===== src/rtl/i2s_pkg.sv =====
// Shared I2S receive definitions: FSM states, frame geometry and MSB slot placement.
// I2S_RX_ONE_BIT_DELAY_EN selects Philips framing (MSB one bclk after lrclk edge).
package i2s_pkg;

  typedef enum logic [1:0] {
    IDLE,
    LEFT,
    RIGHT
  } rx_state_e;

  localparam int FRAME_LEN = 256;
  localparam int HALF_FRAME = 128;
  localparam int BCLK_DIV = 4;
  localparam logic [1:0] CAPTURE_PHASE = 2'd2;

`ifdef I2S_RX_ONE_BIT_DELAY_EN
  localparam int MSB_SLOT = 1;
`else
  localparam int MSB_SLOT = 0;
`endif

endpackage


===== src/rtl/i2s_clk_gen.sv =====
// Frame counter with bclk/lrclk decode and bclk-rising capture strobe.
// Shared framing block, usable by the DAC-side serialiser as well.
module i2s_clk_gen
  import i2s_pkg::*;
(
  input  logic       clk_i,
  input  logic       rst_ni,
  input  logic       run_i,
  output logic [7:0] cnt_o,
  output logic       bclk_o,
  output logic       lrclk_o,
  output logic       strobe_o
);

  logic [7:0] cnt_q, cnt_d;

  always_comb begin
    cnt_d = run_i ? cnt_q + 8'd1 : 8'd0;
  end

  always_ff @(posedge clk_i) begin
    if (!rst_ni) cnt_q <= 8'd0;
    else         cnt_q <= cnt_d;
  end

  // Clocks are single flop bits, so they stay glitch-free.
  assign cnt_o    = cnt_q;
  assign bclk_o   = cnt_q[1];
  assign lrclk_o  = cnt_q[7];
  assign strobe_o = run_i && (cnt_q[1:0] == CAPTURE_PHASE);

endmodule


===== src/rtl/i2s_serial_rx.sv =====
// I2S receive master: frames the codec ADC stream and presents L/R pairs via valid/ready.
// Build with I2S_RX_ONE_BIT_DELAY_EN for Philips framing, otherwise left-justified.
module i2s_serial_rx
  import i2s_pkg::*;
#(
  parameter int DATA_W = 24
) (
  input  logic              clk_12M,
  input  logic              rst_n,
  input  logic              enable,
  input  logic              sdata_in,
  output logic              bclk,
  output logic              lrclk,
  output logic [DATA_W-1:0] data_left,
  output logic [DATA_W-1:0] data_right,
  output logic              sample_valid,
  input  logic              sample_ready,
  output logic              overflow,
  input  logic              overflow_clr
);

  localparam logic [4:0] MSB_K   = 5'(MSB_SLOT);
  localparam logic [4:0] LSB_OFF = 5'(DATA_W - 1);

  rx_state_e state_q, state_d;
  logic [7:0] cnt;
  logic run, strobe, chan_start, in_window, lsb_strobe;
  logic [4:0] offset;
  logic [DATA_W-1:0] shift_q, shift_d, hold_q, hold_d, shifted;
  logic [DATA_W-1:0] left_q, left_d, right_q, right_d;
  logic valid_q, valid_d, ovf_q, ovf_d;

  i2s_clk_gen u_clk_gen (
    .clk_i   (clk_12M),
    .rst_ni  (rst_n),
    .run_i   (run),
    .cnt_o   (cnt),
    .bclk_o  (bclk),
    .lrclk_o (lrclk),
    .strobe_o(strobe)
  );

  always_comb begin
    state_d = state_q;
    if (!enable) begin
      state_d = IDLE;
    end else begin
      case (state_q)
        IDLE:    state_d = LEFT;
        LEFT:    if (cnt == 8'(HALF_FRAME - 1)) state_d = RIGHT;
        RIGHT:   if (cnt == 8'(FRAME_LEN - 1)) state_d = LEFT;
        default: state_d = IDLE;
      endcase
    end
  end

  assign run = enable && (state_q != IDLE);

  // Modulo-32 offset from the MSB slot puts both window edges in one compare.
  assign offset     = cnt[6:2] - MSB_K;
  assign in_window  = (offset <= LSB_OFF);
  assign lsb_strobe = strobe && (offset == LSB_OFF);
  assign chan_start = run && (cnt[6:0] == 7'd0);
  assign shifted    = (shift_q << 1) | DATA_W'(sdata_in);

  always_comb begin
    shift_d = shift_q;
    hold_d  = hold_q;
    left_d  = left_q;
    right_d = right_q;
    valid_d = valid_q;
    ovf_d   = ovf_q;
    if (chan_start)               shift_d = '0;
    else if (strobe && in_window) shift_d = shifted;
    if (lsb_strobe && !cnt[7]) hold_d = shifted;
    if (overflow_clr) ovf_d = 1'b0;
    if (valid_q && sample_ready) valid_d = 1'b0;
    // A completing pair overrides both the clear and the acceptance.
    if (lsb_strobe && cnt[7]) begin
      left_d  = hold_q;
      right_d = shifted;
      valid_d = 1'b1;
      if (valid_q && !sample_ready) ovf_d = 1'b1;
    end
  end

  always_ff @(posedge clk_12M) begin
    if (!rst_n) begin
      state_q <= IDLE;
      shift_q <= '0;
      hold_q  <= '0;
      left_q  <= '0;
      right_q <= '0;
      valid_q <= 1'b0;
      ovf_q   <= 1'b0;
    end else begin
      state_q <= state_d;
      shift_q <= shift_d;
      hold_q  <= hold_d;
      left_q  <= left_d;
      right_q <= right_d;
      valid_q <= valid_d;
      ovf_q   <= ovf_d;
    end
  end

  assign data_left    = left_q;
  assign data_right   = right_q;
  assign sample_valid = valid_q;
  assign overflow     = ovf_q;

endmodule


===== config.mk =====
export PLATFORM = sky130hd
export DESIGN_NAME = i2s_serial_rx
export DESIGN_NICKNAME = d
export VERILOG_FILES = /design/src/rtl/i2s_pkg.sv /design/src/rtl/i2s_clk_gen.sv /design/src/rtl/i2s_serial_rx.sv
export SDC_FILE = /design/constraint.sdc
export NUM_CORES = 1
export LEC_CHECK = 0
export BUFFER_PORTS_ARGS = -buffer_cell sky130_fd_sc_hd__buf_2
export CORE_MARGIN = 2
export CORE_UTILIZATION = 40
export CTS_CLUSTER_SIZE = 30
export DETAILED_ROUTE_END_ITERATION = 12
export HOLD_SLACK_MARGIN = 0.12
export PLACE_DENSITY_LB_ADDON = 0.3
export RECOVER_POWER = 100
export SYNTH_ARGS = -nofsm -noshare
export SYNTH_HDL_FRONTEND = slang
export SYNTH_SLANG_ARGS = --single-unit
export TNS_END_PERCENT = 5

===== constraint.sdc =====
create_clock -name clk_12M -period 1.98 [get_ports clk_12M]
set_clock_uncertainty 0.15 [all_clocks]
set_input_delay 0.198 -clock clk_12M [delete_from_list [all_inputs] [get_ports clk_12M]]
set_output_delay 0.198 -clock clk_12M [all_outputs]
set_load 0.03 [all_outputs]

======== Word level (Yosys, flattened, before mapping) ========
Index checks and enable logic that the tools add are counted.
Widths: inputs -> output; s select.
cells by class
  $add $sub $neg .......................... 1
  order comparisons ....................... 1
  eq/ne operators ......................... 8
  multiplexer cells ....................... 8
  bitwise gates (word level) .............. 2
  reductions and logical operators ........ 19
operators with widths
  kind                 number
  $or 24x1->24         1
  $logic_and 1x1->1    9
  $add 8x1->8 const B  1
  $eq 8x7->1 const B   1
  $eq 8x8->1 const B   1
  $logic_not 7->1      1
  $pmux 2 s3           1
  $reduce_and 2->1     3
  $eq 5x5->1 const B   1
  $le 5x5->1 const B   1
  $mux 1               5
  $eq 2x2->1 const B   2
  $mux 2               2
  $ne 2x2->1 const B   2
  $reduce_bool 2->1    2
  $eq 2x1->1 const B   1
  $logic_not 1->1      2
  $logic_not 2->1      1
  $reduce_or 2->1      1
  $not 1->1            1
storage, ports and cells
  register bits after elaboration ......... 107
  bits of input ports ..................... 6
  logic and storage cells ................. 47

======== Logic depth before layout (Yosys ltp) ========
  depth in word-level cells ............... 6
  mapped depth ............................ 6
  gate-level depth less buffers ........... 5

======== By module ========
A second synthesis with hierarchy kept.
second synthesis, totals
  cells, all modules ...................... 491
  area total of the unflattened synthesis .. 4157.7 µm²
modules (own cells, without submodules)
  module         times used  cells each  area each (µm²)
  i2s_serial_rx  1           453         3816.2
  i2s_clk_gen    1           38          341.6

======== Least setup slack after synthesis ========
Ideal clock, no wire load.
  path kind ............................... flip-flop to flip-flop
  start ................................... register u_clk_gen.cnt_q[1], in the netlist u_clk_gen.cnt_o[1]
  end ..................................... register hold_q[17]
  setup time .............................. 72 ps
  data arrival time ....................... 1769 ps
  setup slack ............................. -11 ps
  cell stages (with the launch flop) ...... 6
  buffers on the path ..................... 1
  period minus slack after synthesis ...... 1991 ps
  cell sequence ........................... dfxtp_1 -> ha_1 -> o211ai_4 -> nor4_4 -> buf_6 -> mux2i_1
between the ends
  cells in the longest elaborated chain, start to end .. 4
RTL lines
  item                      RTL line             RTL
  start: declaration        i2s_clk_gen.sv:15    logic [7:0] cnt_q, cnt_d;
  start signal: assignment  i2s_clk_gen.sv:23    else cnt_q <= cnt_d;
  $eq 2x2->1                i2s_clk_gen.sv:30    assign strobe_o = run_i && (cnt_q[1:0] == CAPTURE_PHASE);
  $logic_and 1x1->1         i2s_clk_gen.sv:30
  $logic_and 1x1->1         i2s_serial_rx.sv:62  assign lsb_strobe = strobe && (offset == LSB_OFF);
  $logic_and 1x1->1         i2s_serial_rx.sv:75  if (lsb_strobe && !cnt[7]) hold_d = shifted;
  end signal: assignment    i2s_serial_rx.sv:99  hold_q <= hold_d;
  end: declaration          i2s_serial_rx.sv:29  logic [DATA_W-1:0] shift_q, shift_d, hold_q, hold_d, shifted;
No other way between the ends.
A chain may end at the register's enable or synchronous reset.

======== Final worst setup path ========
  start ................................... register u_clk_gen.cnt_q[0], in the netlist u_clk_gen.cnt_o[0]
  end ..................................... register shift_q[1]
between the ends
  cells in the longest elaborated chain, start to end .. 3
  elaborated cells between the ends (all ways) .. 6
RTL lines
  item                                                                          RTL line                                RTL
  $logic_not 7->1 / $eq 2x2->1 (equally long branches)                          i2s_serial_rx.sv:63, i2s_clk_gen.sv:30
  $logic_and 1x1->1 (on tied branches)                                          i2s_serial_rx.sv:63, i2s_clk_gen.sv:30
  $reduce_or 2->1 (no source line) / $logic_and 1x1->1 (equally long branches)  -
  end signal: assignment                                                        i2s_serial_rx.sv:98                     shift_q <= shift_d;
  end: declaration                                                              i2s_serial_rx.sv:29
Several ways; a longest one is shown, not always the timed one.

==> reports/results.md <==
| Group | Result | This run |
|---|---|---|
| place | Buffers added on ports | 57 |
| worst setup path | Required @ worst endpoint | 2.09 ns |
| logic synthesis | Warnings, synthesis | 0 |
| global routing | Via count of the first global-routing pass | 2974 |
| floorplanning | Ports placed on the boundary | 58 |
| worst setup path | Critical path cell sequence | inv_1 -> ha_1 -> or4b_4 -> o41ai_4 -> buf_12 -> a21oi_1 |
| clock tree | Clk sinks | 107 |
| global routing | Combined global-route utilization of all metal layers | 15.4% |
| global routing | Busiest layer in global routing | met2 |
| floorplanning | Die width | 107 um |
| clock tree | Clock latency reported for the late side of the worst-skew pair | 0.36 ns |
| floorplanning | Initial core utilization | 41.1% |
| cells and area | Synth-to-Final Area Change | 14.9% |
| floorplanning | Site row count | 37 |
| place | Detailed placer's ending HPWL | 5.48 mm |
| worst setup path | Arrival time worst endpoint | 2.00 ns |
| routing | Total vias in the final route | 3103 |
| global routing | Global-route track usage on met1 | 20.4% |
| routing | Antenna Violating Nets Remaining | 0 |
| clock tree | Clock root buffer | sky130_fd_sc_hd__clkbuf_8 |
| routing | Routed len/inst | 13.4 um |
| routing | Initial DRT Pass Iterations | 4 |
| job | Max-cap violations | 0 |
| routing | Vias/cell | 4.96 |
| sta | Max Freq | 0.530 GHz |
| run status | Status | complete, no violations |
| worst setup path | Crit-path leading delay family | simple AND/OR/NAND/NOR gates |
| logic synthesis | Summed instance area of the synthesized netlist | 4230 sq um |
| global routing | Antenna violations before repair | 0 |
| floorplanning | Die Outline Area | 11400 sq um |
| sta | Final-layout setup total negative slack | 0 ns |
| global routing | Final global-route overflow total | 0 |
| global routing | GRT met2 Usage | 24.0% |
| sta | Final Hold Violating Endpoints | 0 |
| routing | Routed wire length | 8.36 mm |
| power | Max VDD drop | 0.000419 V |
| worst setup path | Maximum single-stage delay on the critical path | 0.46 ns |
| global routing | Pin count of the biggest net entering global routing | 55 |
| worst setup path | Type of the worst setup path | flop to flop |
| routing | Remaining routing DRC violations | 0 |
| place | Routability cong. | 0.732 |
| sta | Setup repair after global routing missed its margin | no |
| worst setup path | Cell with the largest stage delay on the worst path | sky130_fd_sc_hd__or4b_4 |
| logic synthesis | Average size of a mapped cell | 9.92 sq um |
| logic synthesis | Number of synthesized flops with an enable pin | 0 |
| sta | Worst hold margin | 0.296 ns |
| sta | Final worst-path cycle share | 95.4% |
| power | Lkg Pwr | 0.00149 uW |
| worst setup path | CP Launch Type | flop |
| worst setup path | Crit-path max FO | 23 |
| global routing | Met3 track utilization from global routing | 3.71% |
| logic synthesis | Fraction of synthesis flops using an asynchronous set or reset pin | 0% |
| global routing | Global-route wire length before repair | 14.1 mm |
| cells and area | Nets | 495 |
| clock tree | CTS tree | built |
| sta | Min Clock Period, post-route | 1.89 ns |
| sta | Count of final max-slew check failures | 0 |
| sta | Transition at the pin with the smallest max-transition slack | 0.630 ns |
| logic synthesis | Synth cell types | 37 |
| clock tree | Clock Path Buffers | 2 |
| logic synthesis | Flops & latches, synth | 107 |
| worst hold path | Hold crit path type | flop to flop |
| cells and area | Inserted Diodes | 0 |
| logic synthesis | Number of instances in the synthesized netlist | 426 |
| cells and area | Share of layout cells above drive strength 1 | 13.3% |
| clock tree | Clock-pin transition on the worst setup and hold timing paths | 0.09 ns |
| floorplanning | Die outline height | 107 um |
| worst setup path | Element type at the critical path end | flop |
| routing | Count of routing violations after the opening detailed-route iteration | 153 |
| power | Pwr/cell area | 723 nW/um^2 |
| logic synthesis | Post-synth net total | 435 |
| sta | Tightest slew margin relative to the limit | 57.8% |
| logic synthesis | Most used DFF post-synth | sky130_fd_sc_hd__dfxtp_1 |
| clock tree | CTS buffer count | 9 |
| worst setup path | Worst path buffer plus inverter count | 2 |
| sta | Final setup violating endpoints | 0 |
| clock tree | Level count of the clock H-tree | 3 |
| floorplanning | Core box area | 10300 sq um |
| logic synthesis | Share of the yosys chip area belonging to registers | 50.7% |
-- area by class of cell --
class                   instances  area [sq um]
fillers                      1040          5420
flip-flops and latches        107          2150
multi-input cells             286          1900
repair buffers                 78           442
well taps                     136           170
clock buffers                   9           124
clock inverters                 5          56.3
inverters                       4          15.0
-- repair_timing --
item	in CTS	in global routing
resized for setup	0	14
setup endpoints to repair	0	25
hold buffers	5	0
setup buffers	0	1
hold endpoints to repair	6	0
-- logic make-up after synthesis --
logic type	count (synthesis)	synth area share [%]
muxes	72	17.1
xor gates and xnor gates	3	0.622
and+or+nand+nor	146	15.5
AOI/OAI and AO/OA	62	10.7
DFF	107	50.7
buffers and inverters	33	4.56
adders and majority gates	3	0.888
-- flip-flops by register name, indices dropped and copies added, names as in the netlist --
register and cells:
data_left 24, data_right 24, hold_q 24, overflow 1
sample_valid 1, shift_q 23, state_q 2, u_clk_gen.cnt_o 8
-- layout by cell type, fill, tap and decap left out, types with 2 or more instances in the layout --
cell / instances
sky130_fd_sc_hd__dfxtp_1: 104
sky130_fd_sc_hd__nand2_1: 101
sky130_fd_sc_hd__mux2i_1: 72
sky130_fd_sc_hd__clkbuf_1: 53
sky130_fd_sc_hd__nand3_1: 26
sky130_fd_sc_hd__o21ai_0: 25
sky130_fd_sc_hd__a21oi_2: 20
sky130_fd_sc_hd__clkbuf_8: 9
sky130_fd_sc_hd__buf_4: 9
sky130_fd_sc_hd__nor2_1: 7
sky130_fd_sc_hd__a21oi_1: 6
sky130_fd_sc_hd__dlygate4sd3_1: 5
sky130_fd_sc_hd__inv_1: 4
sky130_fd_sc_hd__buf_2: 4
sky130_fd_sc_hd__buf_12: 3
sky130_fd_sc_hd__dfxtp_2: 3
sky130_fd_sc_hd__nor4_4: 2
sky130_fd_sc_hd__or3_1: 2
sky130_fd_sc_hd__xor2_1: 2
sky130_fd_sc_hd__ha_1: 2
sky130_fd_sc_hd__clkinv_2: 2
sky130_fd_sc_hd__buf_6: 2
-- cells in the mapped netlist (2+ instances only) --
cell type                  number  area [sq um]
sky130_fd_sc_hd__nor2_1         7          26.3
sky130_fd_sc_hd__nand3_1       26           130
sky130_fd_sc_hd__inv_1          4          15.0
sky130_fd_sc_hd__ha_1           3          37.5
sky130_fd_sc_hd__xor2_1         2          17.5
sky130_fd_sc_hd__dfxtp_1      107          2140
sky130_fd_sc_hd__buf_6          9           101
sky130_fd_sc_hd__o21ai_0       25           125
sky130_fd_sc_hd__mux2i_1       72           721
sky130_fd_sc_hd__nor4_4         2          42.5
sky130_fd_sc_hd__clkbuf_1      15          56.3
sky130_fd_sc_hd__buf_1          4          15.0
sky130_fd_sc_hd__nand2_1      101           379
sky130_fd_sc_hd__a21oi_2       20           175
sky130_fd_sc_hd__a21oi_1        6          30.0
sky130_fd_sc_hd__or3_1          2          12.5
-- final timing paths --
kind / from / end / slack, ns / cells past startpoint
worst max-delay path: u_clk_gen.cnt_o[0] / shift_q[1] / 0.09 / 6
worst min-delay path: u_clk_gen.cnt_o[0] / u_clk_gen.cnt_o[0] / 0.30 / 1
worst min register to register: u_clk_gen.cnt_o[0] / u_clk_gen.cnt_o[0] / 0.30 / 1
worst max register to register: u_clk_gen.cnt_o[0] / shift_q[1] / 0.09 / 6
-- layer usage --
layer  share of wire [%]  vias to the layer above
met4                 1.8                        0
met5                   0                        -
met2                  45                       60
met1                  49                     1453
met3                 4.3                       13
li1                    -                     1577
-- report_power, final --
group / leakage, uW / switching, uW / internal [uW] / total [uW]
combinational: 0.000540 / 62.0 / 27.4 / 89.4
sequential: 0.000863 / 5.01 / 2150 / 2160
clock: 0.0000909 / 698 / 569 / 1270
-- per-stage QoR --
| stage | utilization, % | std cells | total power, uW | worst slack (ns) | cell area [sq um] |
|---|---|---|---|---|---|
| 2_1_floorplan | - | 426 | 2270 | 0.0360 | 4230 |
| 3_3_place_gp | 45.2 | 604 | 2290 | 0.145 | 4650 |
| 3_5_place_dp | 45.2 | 604 | 2290 | 0.0773 | 4650 |
| 4_1_cts | 47.5 | 623 | 3570 | 0.0436 | 4880 |
| 5_1_grt | 47.3 | 625 | 3650 | 0.0107 | 4860 |
| 6_report | 47.3 | 625 | 3510 | 0.0918 | 4860 |
-- worst register-to-register path, stage by stage, from the launching register on --
cell                      delay (ns)
sky130_fd_sc_hd__dfxtp_2        0.35
sky130_fd_sc_hd__inv_1          0.11
sky130_fd_sc_hd__ha_1           0.15
sky130_fd_sc_hd__or4b_4         0.46
sky130_fd_sc_hd__o41ai_4        0.27
sky130_fd_sc_hd__buf_12         0.24
sky130_fd_sc_hd__a21oi_1        0.06
No activity file was read; power rests on OpenSTA's default activity.
